### src/rtl/ber_ctrl_pkg.sv
// Shared types and defaults for the convolutional-link BER controller.
package ber_ctrl_pkg;

    typedef enum logic [1:0] {
        IDLE  = 2'd0,
        RUN   = 2'd1,
        FLUSH = 2'd2,
        DONE  = 2'd3
    } ber_state_t;

    // {valid, src_bit} pair carried through the decoder-latency delay line
    typedef struct packed {
        logic vld;
        logic bit_val;
    } src_tap_t;

    localparam int ROM_LAT       = 1;
    localparam int DEF_ADDR_W    = 11;
    localparam int DEF_FRAME_LEN = 2048;
    localparam int DEF_DEC_LAT   = 16;
    localparam int DEF_CNT_W     = 16;

endpackage

### src/rtl/bit_delay.sv
// Fixed-depth shift register with synchronous clear.
module bit_delay #(
    parameter int DEPTH = 1,
    parameter int WIDTH = 1
) (
    input  logic             clk_sig,
    input  logic             reset_sig,
    input  logic [WIDTH-1:0] din,
    output logic [WIDTH-1:0] dout
);

    logic [DEPTH-1:0][WIDTH-1:0] pipe;

    always_ff @(posedge clk_sig) begin
        if (reset_sig) begin
            pipe <= '0;
        end else begin
            pipe[0] <= din;
            for (int i = 1; i < DEPTH; i++) pipe[i] <= pipe[i-1];
        end
    end

    assign dout = pipe[DEPTH-1];

endmodule

### src/rtl/conv_link_ber_ctrl.sv
// Run sequencer for the (2,1) conv-code link: sweeps ROM addresses for N frames,
// then counts decoder bit errors against a latency-matched copy of the source.
module conv_link_ber_ctrl
    import ber_ctrl_pkg::*;
#(
    parameter int ADDR_W    = DEF_ADDR_W,
    parameter int FRAME_LEN = DEF_FRAME_LEN,
    parameter int DEC_LAT   = DEF_DEC_LAT,
    parameter int CNT_W     = DEF_CNT_W
) (
    input  logic              clk_sig,
    input  logic              reset_sig,
    input  logic              start_sig,
    input  logic [7:0]        frames_sig,
    input  logic              noise_cfg_sig,
    input  logic              src_bit_sig,
    input  logic              dec_bit_sig,
    output logic [ADDR_W-1:0] address_sig,
    output logic              enc_en_sig,
    output logic              noise_en_sig,
    output logic              busy_sig,
    output logic              done_sig,
    output logic [CNT_W-1:0]  err_cnt_sig,
    output logic [CNT_W-1:0]  bit_cnt_sig,
    output logic              err_sat_sig
);

    localparam int FL_W = $clog2(DEC_LAT + 1);
    localparam logic [FL_W-1:0]   FLUSH_LAST = FL_W'(DEC_LAT);
    localparam logic [ADDR_W-1:0] ADDR_LAST  = ADDR_W'(FRAME_LEN - 1);

    ber_state_t        state, state_nxt;
    logic [7:0]        frm_left;
    logic              noise_lat, noise_nxt;
    logic [FL_W-1:0]   flush_cnt;
    logic              start_acc, addr_end, last_addr;
    logic              enc_en_d, busy_d, noise_en_d, done_d;
    logic [ROM_LAT-1:0] en_pipe;
    src_tap_t          src_in, src_dly;
    logic [CNT_W-1:0]  err_nxt, bit_nxt;

    assign start_acc = (state == IDLE) && start_sig;
    assign addr_end  = (address_sig == ADDR_LAST);
    assign last_addr = addr_end && (frm_left == 8'd1);
    assign noise_nxt = start_acc ? noise_cfg_sig : noise_lat;

    always_ff @(posedge clk_sig) begin
        if (reset_sig) state <= IDLE;
        else           state <= state_nxt;
    end

    always_comb begin
        state_nxt = state;
        case (state)
            IDLE:    if (start_sig) state_nxt = RUN;
            RUN:     if (last_addr) state_nxt = FLUSH;
            FLUSH:   if (flush_cnt == FLUSH_LAST) state_nxt = DONE;
            DONE:    state_nxt = IDLE;
            default: state_nxt = IDLE;
        endcase
    end

    // Decoded from the next state so the registered outputs line up with it
    always_comb begin
        enc_en_d   = (state_nxt == RUN);
        busy_d     = (state_nxt == RUN) || (state_nxt == FLUSH);
        noise_en_d = busy_d && noise_nxt;
        done_d     = (state_nxt == DONE);
    end

    always_ff @(posedge clk_sig) begin
        if (reset_sig) begin
            address_sig  <= '0;
            frm_left     <= '0;
            noise_lat    <= 1'b0;
            flush_cnt    <= '0;
            enc_en_sig   <= 1'b0;
            noise_en_sig <= 1'b0;
            busy_sig     <= 1'b0;
            done_sig     <= 1'b0;
        end else begin
            enc_en_sig   <= enc_en_d;
            noise_en_sig <= noise_en_d;
            busy_sig     <= busy_d;
            done_sig     <= done_d;
            noise_lat    <= noise_nxt;
            if (start_acc)
                frm_left <= (frames_sig == 8'd0) ? 8'd1 : frames_sig;
            else if (state == RUN && addr_end)
                frm_left <= frm_left - 8'd1;
            address_sig <= (state == RUN && !addr_end) ? address_sig + 1'b1 : '0;
            flush_cnt   <= (state == FLUSH) ? flush_cnt + 1'b1 : '0;
        end
    end

    // enc_en aged by the ROM read latency marks which src_bit samples are live
    always_ff @(posedge clk_sig) begin
        if (reset_sig) begin
            en_pipe <= '0;
        end else begin
            en_pipe[0] <= enc_en_sig;
            for (int i = 1; i < ROM_LAT; i++) en_pipe[i] <= en_pipe[i-1];
        end
    end

    assign src_in.vld     = en_pipe[ROM_LAT-1];
    assign src_in.bit_val = src_bit_sig;

    bit_delay #(.DEPTH(DEC_LAT), .WIDTH(2)) u_dly (
        .clk_sig   (clk_sig),
        .reset_sig (reset_sig),
        .din       (src_in),
        .dout      (src_dly)
    );

    always_comb begin
        err_nxt = err_cnt_sig;
        bit_nxt = bit_cnt_sig;
        if (start_acc) begin
            err_nxt = '0;
            bit_nxt = '0;
        end else if (src_dly.vld) begin
            if (bit_cnt_sig != '1) bit_nxt = bit_cnt_sig + 1'b1;
            if (dec_bit_sig != src_dly.bit_val && err_cnt_sig != '1)
                err_nxt = err_cnt_sig + 1'b1;
        end
    end

    always_ff @(posedge clk_sig) begin
        if (reset_sig) begin
            err_cnt_sig <= '0;
            bit_cnt_sig <= '0;
            err_sat_sig <= 1'b0;
        end else begin
            err_cnt_sig <= err_nxt;
            bit_cnt_sig <= bit_nxt;
            if (start_acc)           err_sat_sig <= 1'b0;
            else if (err_nxt == '1)  err_sat_sig <= 1'b1;
        end
    end

endmodule

### config.mk
export PLATFORM = sky130hd
export DESIGN_NAME = conv_link_ber_ctrl
export DESIGN_NICKNAME = d
export VERILOG_FILES = /design/src/rtl/ber_ctrl_pkg.sv /design/src/rtl/bit_delay.sv /design/src/rtl/conv_link_ber_ctrl.sv
export SDC_FILE = /design/constraint.sdc
export NUM_CORES = 1
export LEC_CHECK = 0
export CAP_MARGIN = 20
export CELL_PAD_IN_SITES_DETAIL_PLACEMENT = 1
export CELL_PAD_IN_SITES_GLOBAL_PLACEMENT = 1
export CORE_ASPECT_RATIO = 1.4
export CORE_MARGIN = 4
export CORE_UTILIZATION = 40
export DETAILED_ROUTE_END_ITERATION = 12
export PLACE_DENSITY = 0.82
export SLEW_MARGIN = 30
export SYNTH_ARGS = -nofsm -noshare
export SYNTH_HDL_FRONTEND = slang
export SYNTH_SLANG_ARGS = --single-unit
### constraint.sdc
create_clock -name clk_sig -period 3.1 [get_ports clk_sig]
set_input_delay 0.62 -clock clk_sig [delete_from_list [all_inputs] [get_ports clk_sig]]
set_output_delay 0.62 -clock clk_sig [all_outputs]
set_load 0.01 [all_outputs]
# Yosys cells after proc, flatten, opt, wreduce, memory -nomap -nowiden
# Index checks and enable logic that the tools add are counted.
totals:
  word_cells: 75
  input_bits: 14
  reg_bits: 97
  output_inout_bits: 48
classes:
  eq_ne: 13
  n_bitwise: 2
  muxes: 11
  add_sub_neg: 5
  reduce_logical: 15
ops:
  columns: ["operator", "count"]
  rows:
  - ["$mux W16", 3]
  - ["$add A16 B1 Y16 const B", 2]
  - ["$ne A16 B16 Y1 const B", 2]
  - ["$mux W8", 3]
  - ["$eq A16 B16 Y1 const B", 1]
  - ["$add A11 B1 Y11 const B", 1]
  - ["$eq A11 B11 Y1 const B", 1]
  - ["$eq A2 B2 Y1 const B", 4]
  - ["$eq A8 B1 Y1 const B", 1]
  - ["$logic_not A8 Y1", 1]
  - ["$pmux W2 S4", 1]
  - ["$sub A8 B1 Y8 const B", 1]
  - ["$logic_and A1 B1 Y1", 6]
  - ["$mux W2", 3]
  - ["$reduce_or A2 Y1", 3]
  - ["$add A5 B1 Y5 const B", 1]
  - ["$eq A5 B5 Y1 const B", 1]
  - ["$eq A2 B1 Y1 const B", 2]
  - ["$logic_not A2 Y1", 1]
  - ["$not A1 Y1", 2]
  - ["$reduce_and A2 Y1", 1]
  - ["$reduce_bool A2 Y1", 1]
  - ["$logic_not A1 Y1", 1]
  - ["$logic_or A1 B1 Y1", 1]
  - ["2 further kinds", 2]

# Longest topological paths before layout
# Gate-level depths: netlist of run 1.
logic_depth:
  depth_word: 7
  mapped_depth: 8
  depth_no_buf: 8

# Cells and area by module
# From an unflattened synthesis of run 1, not the netlist that was laid out.
hier_totals:
  cells_unflattened: 436
  area_unflattened_um2: 4058.9
by_module_without_submodules:
  columns: ["mod", "instances", "cells_per_inst", "seq_area_each_um2", "area_each_um2"]
  rows:
  - ["conv_link_ber_ctrl", 1, 367, 1301.2, 3180.6]
  - ["bit_delay", 1, 69, 640.6, 878.3]

# Worst setup path after synthesis of run 1
# Ideal clock, no wire load.
synth_path:
  path_type: "reg-to-reg"
  startpoint: "register address_sig[2]"
  endpoint: "register busy_sig"
  synth_period_minus_slack_ns: 2.207
  setup_ns: 0.128
  t_arrival_ns: 2.079
  n_path_buf: 0
  required_time_ns: 2.972
  setup_slack_ns: 0.893
  stages_incl_launch_ff: 9
  cell_sequence: "dfxtp_1 > and4_1 > and3_1 > nand3_1 > or4_1 > nand2_1 > nand2_1 > ha_1 > nor2b_1"
synth_via:
  elab_chain_cells: 6
  elab_cells_between_ends: 7
  classes_between: "eq/ne (3); mux (2); reduce/logical (2)"
synth_rtl:
  columns: ["element", "line", "text"]
  rows:
  - ["start: declaration", "conv_link_ber_ctrl.sv:18", "output logic [ADDR_W-1:0] address_sig,"]
  - ["start signal: assignment", "conv_link_ber_ctrl.sv:91", "address_sig <= (state == RUN && !addr_end) ? address_sig + 1'b1 : '0;"]
  - ["$eq A11 B11 Y1 *", "conv_link_ber_ctrl.sv:43", "assign addr_end = (address_sig == ADDR_LAST);"]
  - ["$logic_and A1 B1 Y1 *", "conv_link_ber_ctrl.sv:44", "assign last_addr = addr_end && (frm_left == 8'd1);"]
  - ["$mux W2 *", "conv_link_ber_ctrl.sv:56", "RUN: if (last_addr) state_nxt = FLUSH;"]
  - ["$pmux W2 S4 *", "conv_link_ber_ctrl.sv:54", "case (state)"]
  - ["net state_nxt[0]", "conv_link_ber_ctrl.sv:32", "ber_state_t state, state_nxt;"]
  - ["$eq A2 B1 Y1 / $eq A2 B2 Y1 (equally long branches)", "conv_link_ber_ctrl.sv:66", "busy_d = (state_nxt == RUN) || (state_nxt == FLUSH);"]
  - ["$logic_or A1 B1 Y1 *", "conv_link_ber_ctrl.sv:66", null]
  - ["net busy_d", "conv_link_ber_ctrl.sv:37", "logic enc_en_d, busy_d, noise_en_d, done_d;"]
  - ["end signal: assignment", "conv_link_ber_ctrl.sv:84", "busy_sig <= busy_d;"]
  - ["end: declaration", "conv_link_ber_ctrl.sv:21", "output logic busy_sig,"]
# The timed path passes the listed nets; every way through them passes the cells marked *.
# A chain may end at the register's enable or synchronous reset.

# Final worst setup path of run 1
layout_path:
  startpoint: "register err_cnt_sig[0]"
  endpoint: "register err_sat_sig"
layout_via:
  elab_chain_cells: 6
  elab_cells_between_ends: 7
  classes_between: "add/sub (1); eq/ne (2); mux (3); reduce/logical (1)"
layout_rtl:
  columns: ["element", "line", "text"]
  rows:
  - ["start: declaration", "conv_link_ber_ctrl.sv:23", "output logic [CNT_W-1:0] err_cnt_sig,"]
  - ["start signal: assignment", "conv_link_ber_ctrl.sv:135", "err_cnt_sig <= err_nxt;"]
  - ["branches (longest 3 deep; another with $add A16 B1 Y16)", null, null]
  - ["$mux W16 *", "conv_link_ber_ctrl.sv:122", "end else if (src_dly.vld) begin"]
  - ["$mux W16 *", "conv_link_ber_ctrl.sv:119", "if (start_acc) begin"]
  - ["$eq A16 B16 Y1 *", "conv_link_ber_ctrl.sv:138", "else if (err_nxt == '1) err_sat_sig <= 1'b1;"]
  - ["end signal: assignment", "conv_link_ber_ctrl.sv:133", "err_sat_sig <= 1'b0;"]
  - ["end signal: assignment", "conv_link_ber_ctrl.sv:137", "if (start_acc) err_sat_sig <= 1'b0;"]
  - ["end signal: assignment", "conv_link_ber_ctrl.sv:138", null]
  - ["end: declaration", "conv_link_ber_ctrl.sv:25", "output logic err_sat_sig"]
# Mark *: on every way between the ends.

==> flow_results.org, run 1 <==
** Outcome
- Status :: completed

** Routing
- Iter 0 DRT Violations :: 99
- The count of nets left with antenna violations once routing finished came out at 0.
- The routed design uses 5023 um of met2 wire.
- Residual DRC count :: 0
- Detail Route met3 WL :: 346 um
- In the final routed layout, each cell accounts on average for 14.89 um.
- Summing over every cut layer, the via total after detailed routing is 3,249.
- Max layer used :: met4
- Total wirelength of the detailed-routed design :: between 9000 and 10,000 um
- The detailed router put a total of 3774 um of wire on met1.
- Average via count per standard cell :: just over 5
- The first detailed-routing pass ran for 4 iterations.

** Pwr
- Cell leakage power :: 1.774 nW
- IR analysis of the VDD net gives a maximum drop of approximately 0.00032 V.
- Power per cell area :: 489.3 nW/um2
- The design draws 0.002434 W.

** Worst setup path
- Walking the worst path, the cells encountered are ha_1 -> nand4_1 -> nor4_1 -> o21ai_0 -> o21ai_0 -> or4b_4 -> o31ai_2.
- Kind of launch point of the worst setup path :: flip-flop
- On the critical path, the stage with the largest delay is an instance of sky130_fd_sc_hd__nor4_1.
- Crit path arrival time :: 2.84 ns
- Worst Path Class, Setup :: reg2reg
- The cell that appears most often on the critical path is sky130_fd_sc_hd__o21ai_0.
- Largest fanout on the critical path :: 5
- For this run, the slowest stage of the critical path takes 0.66 ns.
- STA puts the critical path data required time at approximately 3.4 ns.
- Element type at the critical path end :: flip-flop

** STA
- Across the routed clock network, the largest skew measured is 0.007014 ns.
- The max-slew violation count came to 0.
- The routed design could run at a clock period as short as 2.583 ns.
- Final-report hold violation count :: 0
- Setup violations remaining at the end of the flow were counted as 0.
- Setup repair after global routing missed its margin :: false
- Sum of negative setup slack :: 0 ns
- Ratio of final minimum period to clock period :: 83.34%
- The worst pin sits at a relative slew slack of 41.91%.
- Max Freq :: 0.3871 GHz
- Pin slew with the least headroom to its limit :: ~0.87 ns

** Clock tree
- CTS H-tree depth :: 3
- After clock tree synthesis, the clock-pin slew on the worst setup and hold paths is 0.07 ns.
- CTS tree :: built
- The later pin in the worst-skew pair is clocked with a latency of between 0.3 and 0.4 ns.
- Sinks on Clock Net :: 97
- Post-cts sizing count :: 0
- CTS placed an instance of sky130_fd_sc_hd__clkbuf_16 at the clock tree root.
- Maximum root-to-sink buffer count :: 2
- TritonCTS buffer count :: 9
- Hold repair after CTS inserted 0 buffers.
- The number of setup buffers added after CTS is 0.

** Finish
- Number of diodes added for antenna fixing :: 0
- With fillers left out, the area of the finished cells amounts to 4975 um2.
- Layout fillers :: roughly 1,100
- The area growth from synthesis to layout is 26.06%.
- Final Instance Count excl. Fillers :: 627
- At the end of the flow the core is filled with cells to 52.01%.
- Net count reported at finish :: 514
- Fraction of layout cells with a size suffix above 1 :: 5.657%

** Logic synthesis
- Number of distinct standard cells referenced by the synthesized netlist :: 49
- During synthesis, Yosys emitted a total of 0 warnings.
- FFs w/ async S/R, synth :: 0%
- Cell area after technology mapping :: 3946 um2
- Yosys mapped a number of flops with a built-in enable equal to 0.
- Most area-hungry cell type in the Yosys netlist :: sky130_fd_sc_hd__dfxtp_1
- Proportion of synthesized chip area in sequential cells :: 49.21%
- sky130_fd_sc_hd__dfxtp_1 is the most common cell in the netlist.
- In the synthesized netlist the dominant register cell turns out to be sky130_fd_sc_hd__dfxtp_1.
- Mapped Avg Cell Area :: 9.199 um2
- Count of mapped cells out of synthesis :: 429
- Most instantiated cells after synthesis :: sky130_fd_sc_hd__dfxtp_1, sky130_fd_sc_hd__nor2_1, sky130_fd_sc_hd__nor2b_1
- Flops & latches, synth :: 97
- Of the post-synthesis cell area, the dominant cell type holds 49.21%.
- Counting every net in the synthesized netlist gives between 400 and 500.
- Top cells by area in the synthesized netlist :: sky130_fd_sc_hd__dfxtp_1, sky130_fd_sc_hd__nor2b_1, sky130_fd_sc_hd__xor2_1

** Die
- The die covers 11,540 um2.
- Number of primary I/O pins :: between 60 and 70
- Initial Utilization :: 41.26%
- In this run the horizontal extent of the chip is 91.95 um.
- Measured along the y axis, the die boundary spans 125.5 um.
- Floorplan core area :: 9564 um2
- In this run the core area contains 42 standard-cell rows.

** GRT
- Entering global routing, the biggest net connects 51 pins.
- Total GRT Usage :: 16.51%
- The via count of the first global-routing pass came to roughly 3,300.
- The total overflow left after global routing is 0.
- The first global-routing pass estimated 15,290 um of wire.
- Antenna violations before repair :: 0

** Place
- The wire-length estimate of the detail-placed layout is 6736 um.
- RD Place Congestion :: 0.8025
- Once placement completed, the tool counted placed cells totaling 612.
- Once placement finished, the instance area stood at 4693 um2.
- Port buffering added 61 buffers.

** Flow run
- The tool flagged a number of max-cap violations equal to 0.

** Hold path
- The tightest min-delay check is of the reg2reg type.
worst paths after layout:
check	to	cells after the start	slack [ns]	from
setup / recovery	err_sat_sig	7	0.52	err_cnt_sig[0]
hold / removal	u_dly.pipe[25]	1	0.44	u_dly.pipe[23]
setup reg to reg	err_sat_sig	7	0.52	err_cnt_sig[0]
hold reg to reg	u_dly.pipe[25]	1	0.44	u_dly.pipe[23]
worst max-delay path: cells and delay by family (launching register included):
family                   cells  cell delay, ns
AO/OA/AOI/OAI                3            0.48
AND/OR/NAND/NOR              3            1.35
adder cells (fa/ha/maj)      1            0.26
flip-flops                   1            0.41
sequential cells by signal, summed over array words and instances (netlist names), 2 cells and up:
| name | cells |
|---|---|
| bit_cnt_sig | 16 |
| flush_cnt | 5 |
| frm_left | 8 |
| state | 2 |
| u_dly.dout | 2 |
| address_sig | 11 |
| err_cnt_sig | 16 |
| u_dly.pipe | 30 |
layout by cell type, fill, tap and decap left out, types with 2 or more instances in the layout:
master / netlist / layout
sky130_fd_sc_hd__o31ai_1: 2 / 2
sky130_fd_sc_hd__nand3b_1: 4 / 4
sky130_fd_sc_hd__o21ai_0: 8 / 8
sky130_fd_sc_hd__nand4_1: 18 / 18
sky130_fd_sc_hd__nor2_1: 57 / 57
sky130_fd_sc_hd__o21bai_1: 4 / 4
sky130_fd_sc_hd__nand2_1: 25 / 25
sky130_fd_sc_hd__a31oi_1: 2 / 2
sky130_fd_sc_hd__inv_1: 14 / 14
sky130_fd_sc_hd__clkinvlp_4: 0 / 2
sky130_fd_sc_hd__and2_1: 4 / 4
sky130_fd_sc_hd__clkdlybuf4s50_1: 0 / 61
sky130_fd_sc_hd__nor4_1: 4 / 4
sky130_fd_sc_hd__nand3_1: 19 / 19
sky130_fd_sc_hd__or4_1: 2 / 2
sky130_fd_sc_hd__a21oi_1: 12 / 12
sky130_fd_sc_hd__a211oi_1: 3 / 3
sky130_fd_sc_hd__ha_1: 9 / 9
sky130_fd_sc_hd__clkbuf_16: 0 / 9
sky130_fd_sc_hd__xor2_1: 26 / 26
sky130_fd_sc_hd__and3_1: 9 / 9
sky130_fd_sc_hd__a311oi_1: 2 / 2
sky130_fd_sc_hd__dfxtp_1: 97 / 97
sky130_fd_sc_hd__nor2b_1: 37 / 37
sky130_fd_sc_hd__buf_4: 0 / 4
sky130_fd_sc_hd__and4_1: 4 / 4
sky130_fd_sc_hd__xnor2_1: 12 / 12
sky130_fd_sc_hd__nor3b_1: 2 / 2
sky130_fd_sc_hd__clkbuf_8: 0 / 2
sky130_fd_sc_hd__or3_1: 5 / 5
sky130_fd_sc_hd__nand2b_1: 2 / 2
sky130_fd_sc_hd__nor3_1: 12 / 12
per-layer routing:
metal	GRT usage, %	up-vias
met5	0	-
met4	6.824	0
met3	4.327	16
met2	30.16	65
met1	17.78	1584
li1	-	1584
power by group:
group | switching, W | internal [W]
logic | 0.0000653 | 0.0000512
clock network | 0.000460 | 0.000583
registers | 0.0000126 | 0.00126
total | 0.000538 | 0.00190
through the flow:
stage	hold slack, ns	setup slack [ns]
3_5_place_dp	0.4312	0.3794
2_1_floorplan	0.4138	0.8931
4_1_cts	0.4495	0.5609
6_report	0.4377	0.5165
3_3_place_gp	0.4169	0.4123
5_1_grt	0.4604	0.2940
cell families after synthesis:
| family | synth area share, % |
|---|---|
| AO/OA/AOI/OAI | 6.912 |
| XOR/XNOR | 8.434 |
| adder cells (fa/ha/maj) | 2.854 |
| buffers and inverters | 3.329 |
| flip-flops | 49.21 |
| multiplexers | 0.5390 |
| AND/OR/NAND/NOR | 28.72 |
final cells by class:
cell class / instances / area (um2) / area share, %
timing repair buffer: 66 / 660.6 / 13.28
inverter: 14 / 52.55 / 1.056
multi-input combinational: 303 / 1873 / 37.65
sequential: 97 / 1942 / 39.03
clock buffer: 11 / 252.7 / 5.080
clock inverter: 4 / 28.78 / 0.5785
tap: 132 / 165.2 / 3.320
No activity file was read; power rests on OpenSTA's default activity.
==> run 2: changes to the inputs <==
--- a/config.mk
+++ b/config.mk
@@ -10,9 +10,9 @@
 export CELL_PAD_IN_SITES_GLOBAL_PLACEMENT = 1
 export CORE_ASPECT_RATIO = 1.4
 export CORE_MARGIN = 4
-export CORE_UTILIZATION = 40
+export CORE_UTILIZATION = 36
 export DETAILED_ROUTE_END_ITERATION = 12
-export PLACE_DENSITY = 0.82
+export PLACE_DENSITY = 0.78
 export SLEW_MARGIN = 30
 export SYNTH_ARGS = -nofsm -noshare
 export SYNTH_HDL_FRONTEND = slang
==> constraint.sdc (replaced) <==
create_clock -name clk_sig -period 2.2 [get_ports clk_sig]
set_input_delay 0.44 -clock clk_sig [delete_from_list [all_inputs] [get_ports clk_sig]]
set_output_delay 0.44 -clock clk_sig [all_outputs]
set_load 0.01 [all_outputs]
==> run 2 against run 1 <==
Compared with the run above:
- the flow now finishes with violations (negative setup slack)
- routed wire length increased by 9.9%
- count of clock-buffer cells in the layout fell by 2
- first-iteration DRC count shrank 30%
- sequential share of layout area shrank 2.7 points
- cell count up 7.7%
- power increased by 47%
- clock skew up 0.00099 ns
- critical endpoint unchanged
- largest cell class is now multi-input combinational cells
==> flow_results.org, run 2 (synthesized netlist as in run 1, its figures left out) <==
** Place
- Prior to clock tree synthesis, the placed netlist has a worst setup slack of -0.3078 ns.
- The congestion estimate from routability-driven global placement came to 0.8744.
- Post-placement cell count :: ~650
- HPWL reported at the end of detailed placement :: roughly 7300 um
- Port-buffer cells :: 61
- Post-detailed-placement cell area :: 4940 um2

** Hold path
- The startpoint identified for the worst hold timing path is reset_sig.
- Along the worst hold path, the cell count comes to 2.
- End point of the most critical hold path :: u_dly.pipe[4]
- Worst hold path type :: in2reg

** Routing
- For this block, the via count after detailed routing is 3,430.
- Average via count per standard cell :: slightly above 5
- Residual DRC count :: 0
- In this run the remaining antenna-violating nets after routing total 0.
- In the final routed layout, each cell accounts on average for 15.20 um.
- Iter 0 DRT Violations :: 69
- Total wirelength of the detailed-routed design :: 10,260 um
- Before antenna repair, the detailed router went through 4 iterations.

** Finish
- Number of diodes added for antenna fixing :: 0
- In the final layout, the registers with the most flip-flops are u_dly.pipe (30), bit_cnt_sig (16), err_cnt_sig (16).
- Cells with a size suffix above 1 make up around 16% of the layout.
- Largest Register :: u_dly.pipe
- Layout fillers :: 1,268
- Final Instance Count excl. Fillers :: slightly below 700
- Area used by sequential logic in the layout :: 1947 um2
- Leaving out fill and tap cells, the most frequent cell in the layout is sky130_fd_sc_hd__dfxtp_1.
- Compared with the post-synthesis result, the final layout area differs by 35.89%.
- In the final layout, the multi-input gates occupy 1951 um2.
- In the layout the commonest cells are sky130_fd_sc_hd__dfxtp_1, sky130_fd_sc_hd__clkdlybuf4s50_1, sky130_fd_sc_hd__nor2_1.
- Number of flip-flops under the largest register name :: 30
- Net count reported at finish :: 552
- Summed area of non-filler cells in the final layout :: between 5000 and 6000 um2

** Die
- The core region is 10,810 um2.
- For this design the top-level I/O count stands at between 60 and 70.
- Overall die width :: about 96 um
- The initial utilization of the core area, before any placement, comes to about 37%.
- Die Footprint :: 12,720 um2
- Standard-cell rows :: between 40 and 50
- Die Ht :: approximately 130 um

** Worst setup path
- Crit path arrival time :: roughly 2.5 ns
- Flop-to-flop setup slack :: 0.04 ns
- Largest fanout on the critical path :: 3
- Worst Path Class, Setup :: in2reg
- Startpoint of the worst register-to-register path :: err_cnt_sig[1]
- Capturing point of the worst reg2reg path :: err_sat_sig
- Data required time at the worst endpoint :: between 2 and 2.5 ns
- STA classifies the critical path startpoint as an input port.
- STA classifies the critical path endpoint as a flip-flop.
- Counting cells, the worst reg-to-reg path comes to 7.

** Clock tree
- Counting the buffers created by CTS gives 9.
- The later pin in the worst-skew pair is clocked with a latency of 0.34 ns.
- Clock slew at the register clock pins of the worst setup and hold paths :: 0.07 ns
- The clock net in this run drives a total of 97 sinks.
- CTS H-tree depth :: 3
- Cell chosen for the clock root :: sky130_fd_sc_hd__clkbuf_16
- For this design, the CTS-stage hold fixing added 0 buffers.
- Maximum root-to-sink buffer count :: 2
- CTS tree :: built

** GRT
- Global routing finished with a remaining overflow of 0.
- The initial antenna violation count was 0.
- Across every metal layer, demand over resource in global routing totals 16.88%.
- Wire length of the first global-routing pass :: about 17,000 um
- Entering global routing, the biggest net connects 40 pins.
- Vias in the first global route :: about 3,600

** STA
- Final setup violation count :: 1
- At the pin with the least slew margin, the transition time is 0.4607 ns.
- Setup WS post-layout :: -0.06041 ns
- Setup repair after global routing could not meet its margin everywhere.
- Final hold analysis gives a worst-case slack of 0.4315 ns.
- The final critical path takes up 102.7% of the cycle.
- Max Freq :: 0.4424 GHz
- Final-report hold violation count :: 0
- Worst slew margin relative to its limit :: 69.20%
- Max Transition Viols Final :: 0
- Post-route clock skew :: 0.008000 ns
- Min Tclk post-route :: approximately 2.3 ns

** Pwr
- Power spread over the standard cell area amounts to ~670 nW/um2.
- Cell leakage power :: 1.996 nW
- Peak ir drop on the vdd network :: 0.0003862 V

** Outcome
- The final reports fail on negative setup slack.
- Status :: complete, but fails checks

** Flow run
- Max-cap violations in this run came to 0.
## run 2: report_power, final
group          total [W]  internal [W]  switching, W  leakage [nW]
Sequential       0.00179       0.00178     0.0000160         0.787
Combinational   0.000167     0.0000729     0.0000943          1.06
Clock            0.00163      0.000902      0.000724         0.145
Total            0.00359       0.00275      0.000834          2.00
## run 2: layout make-up
cell class,count,area share (%)
repair buffers,104,17.31
flip-flops and latches,97,36.30
well taps,141,3.290
clock buffers,9,4.200
inverters,14,0.9799
multi-input cells,303,36.37
clock inverters,7,1.540
## run 2: timing repair
item	CTS	global route
pin swaps	6	4
endpoints found under the setup margin	4	3
gates resized for setup	9	8
gates cloned	0	0
endpoints found under the hold margin	0	0
buffers inserted	4	1
## run 2: through the flow
step                TNS [ns]  util (%)  power [W]
global route         -0.1440     49.61   0.003737
global placement     -0.2876     45.69   0.001993
detailed placement   -0.6422     45.69   0.002000
CTS                 -0.05137     49.18   0.003635
finish              -0.06041     49.61   0.003586
floorplan                  0         -   0.001924
## run 2: worst max path at each step
stage	from	endpoint	slack [ns]	depth (start not counted)
4_1_cts	err_cnt_sig[1]	err_sat_sig	-0.05	7
2_1_floorplan	address_sig[2]	busy_sig	0.01	8
6_report	dec_bit_sig	err_sat_sig	-0.06	8
5_1_grt	dec_bit_sig	err_sat_sig	-0.13	8
3_3_place_gp	dec_bit_sig	err_sat_sig	-0.18	8
3_5_place_dp	dec_bit_sig	err_sat_sig	-0.31	8
## run 2: worst max-delay path, stage by stage
cell and delay, ns:
sky130_fd_sc_hd__clkdlybuf4s50_1 0.53, sky130_fd_sc_hd__xor2_2 0.24, sky130_fd_sc_hd__nand4_1 0.18, sky130_fd_sc_hd__buf_4 0.19, sky130_fd_sc_hd__nor4_1 0.34, sky130_fd_sc_hd__xnor2_1 0.15
sky130_fd_sc_hd__a21o_1 0.21, sky130_fd_sc_hd__o31ai_4 0.24
## run 2: per-layer routing
layer	GRT usage, %	part of all wire [%]	vias to the layer above
li1	-	-	1662
met1	18.70	41	1696
met2	30.15	54	63
met3	4.969	3.9	9
met4	5.382	1.6	0
met5	0	0	-
==> run 3: changes to the inputs <==
--- a/config.mk
+++ b/config.mk
@@ -5,6 +5,7 @@
 export SDC_FILE = /design/constraint.sdc
 export NUM_CORES = 1
 export LEC_CHECK = 0
+export ABC_CLOCK_PERIOD_IN_PS = 2200
 export CAP_MARGIN = 20
 export CELL_PAD_IN_SITES_DETAIL_PLACEMENT = 1
 export CELL_PAD_IN_SITES_GLOBAL_PLACEMENT = 1
==> results of run 3 <==
Same layout as run 2: the final DEF is identical, and so are final timing and power.
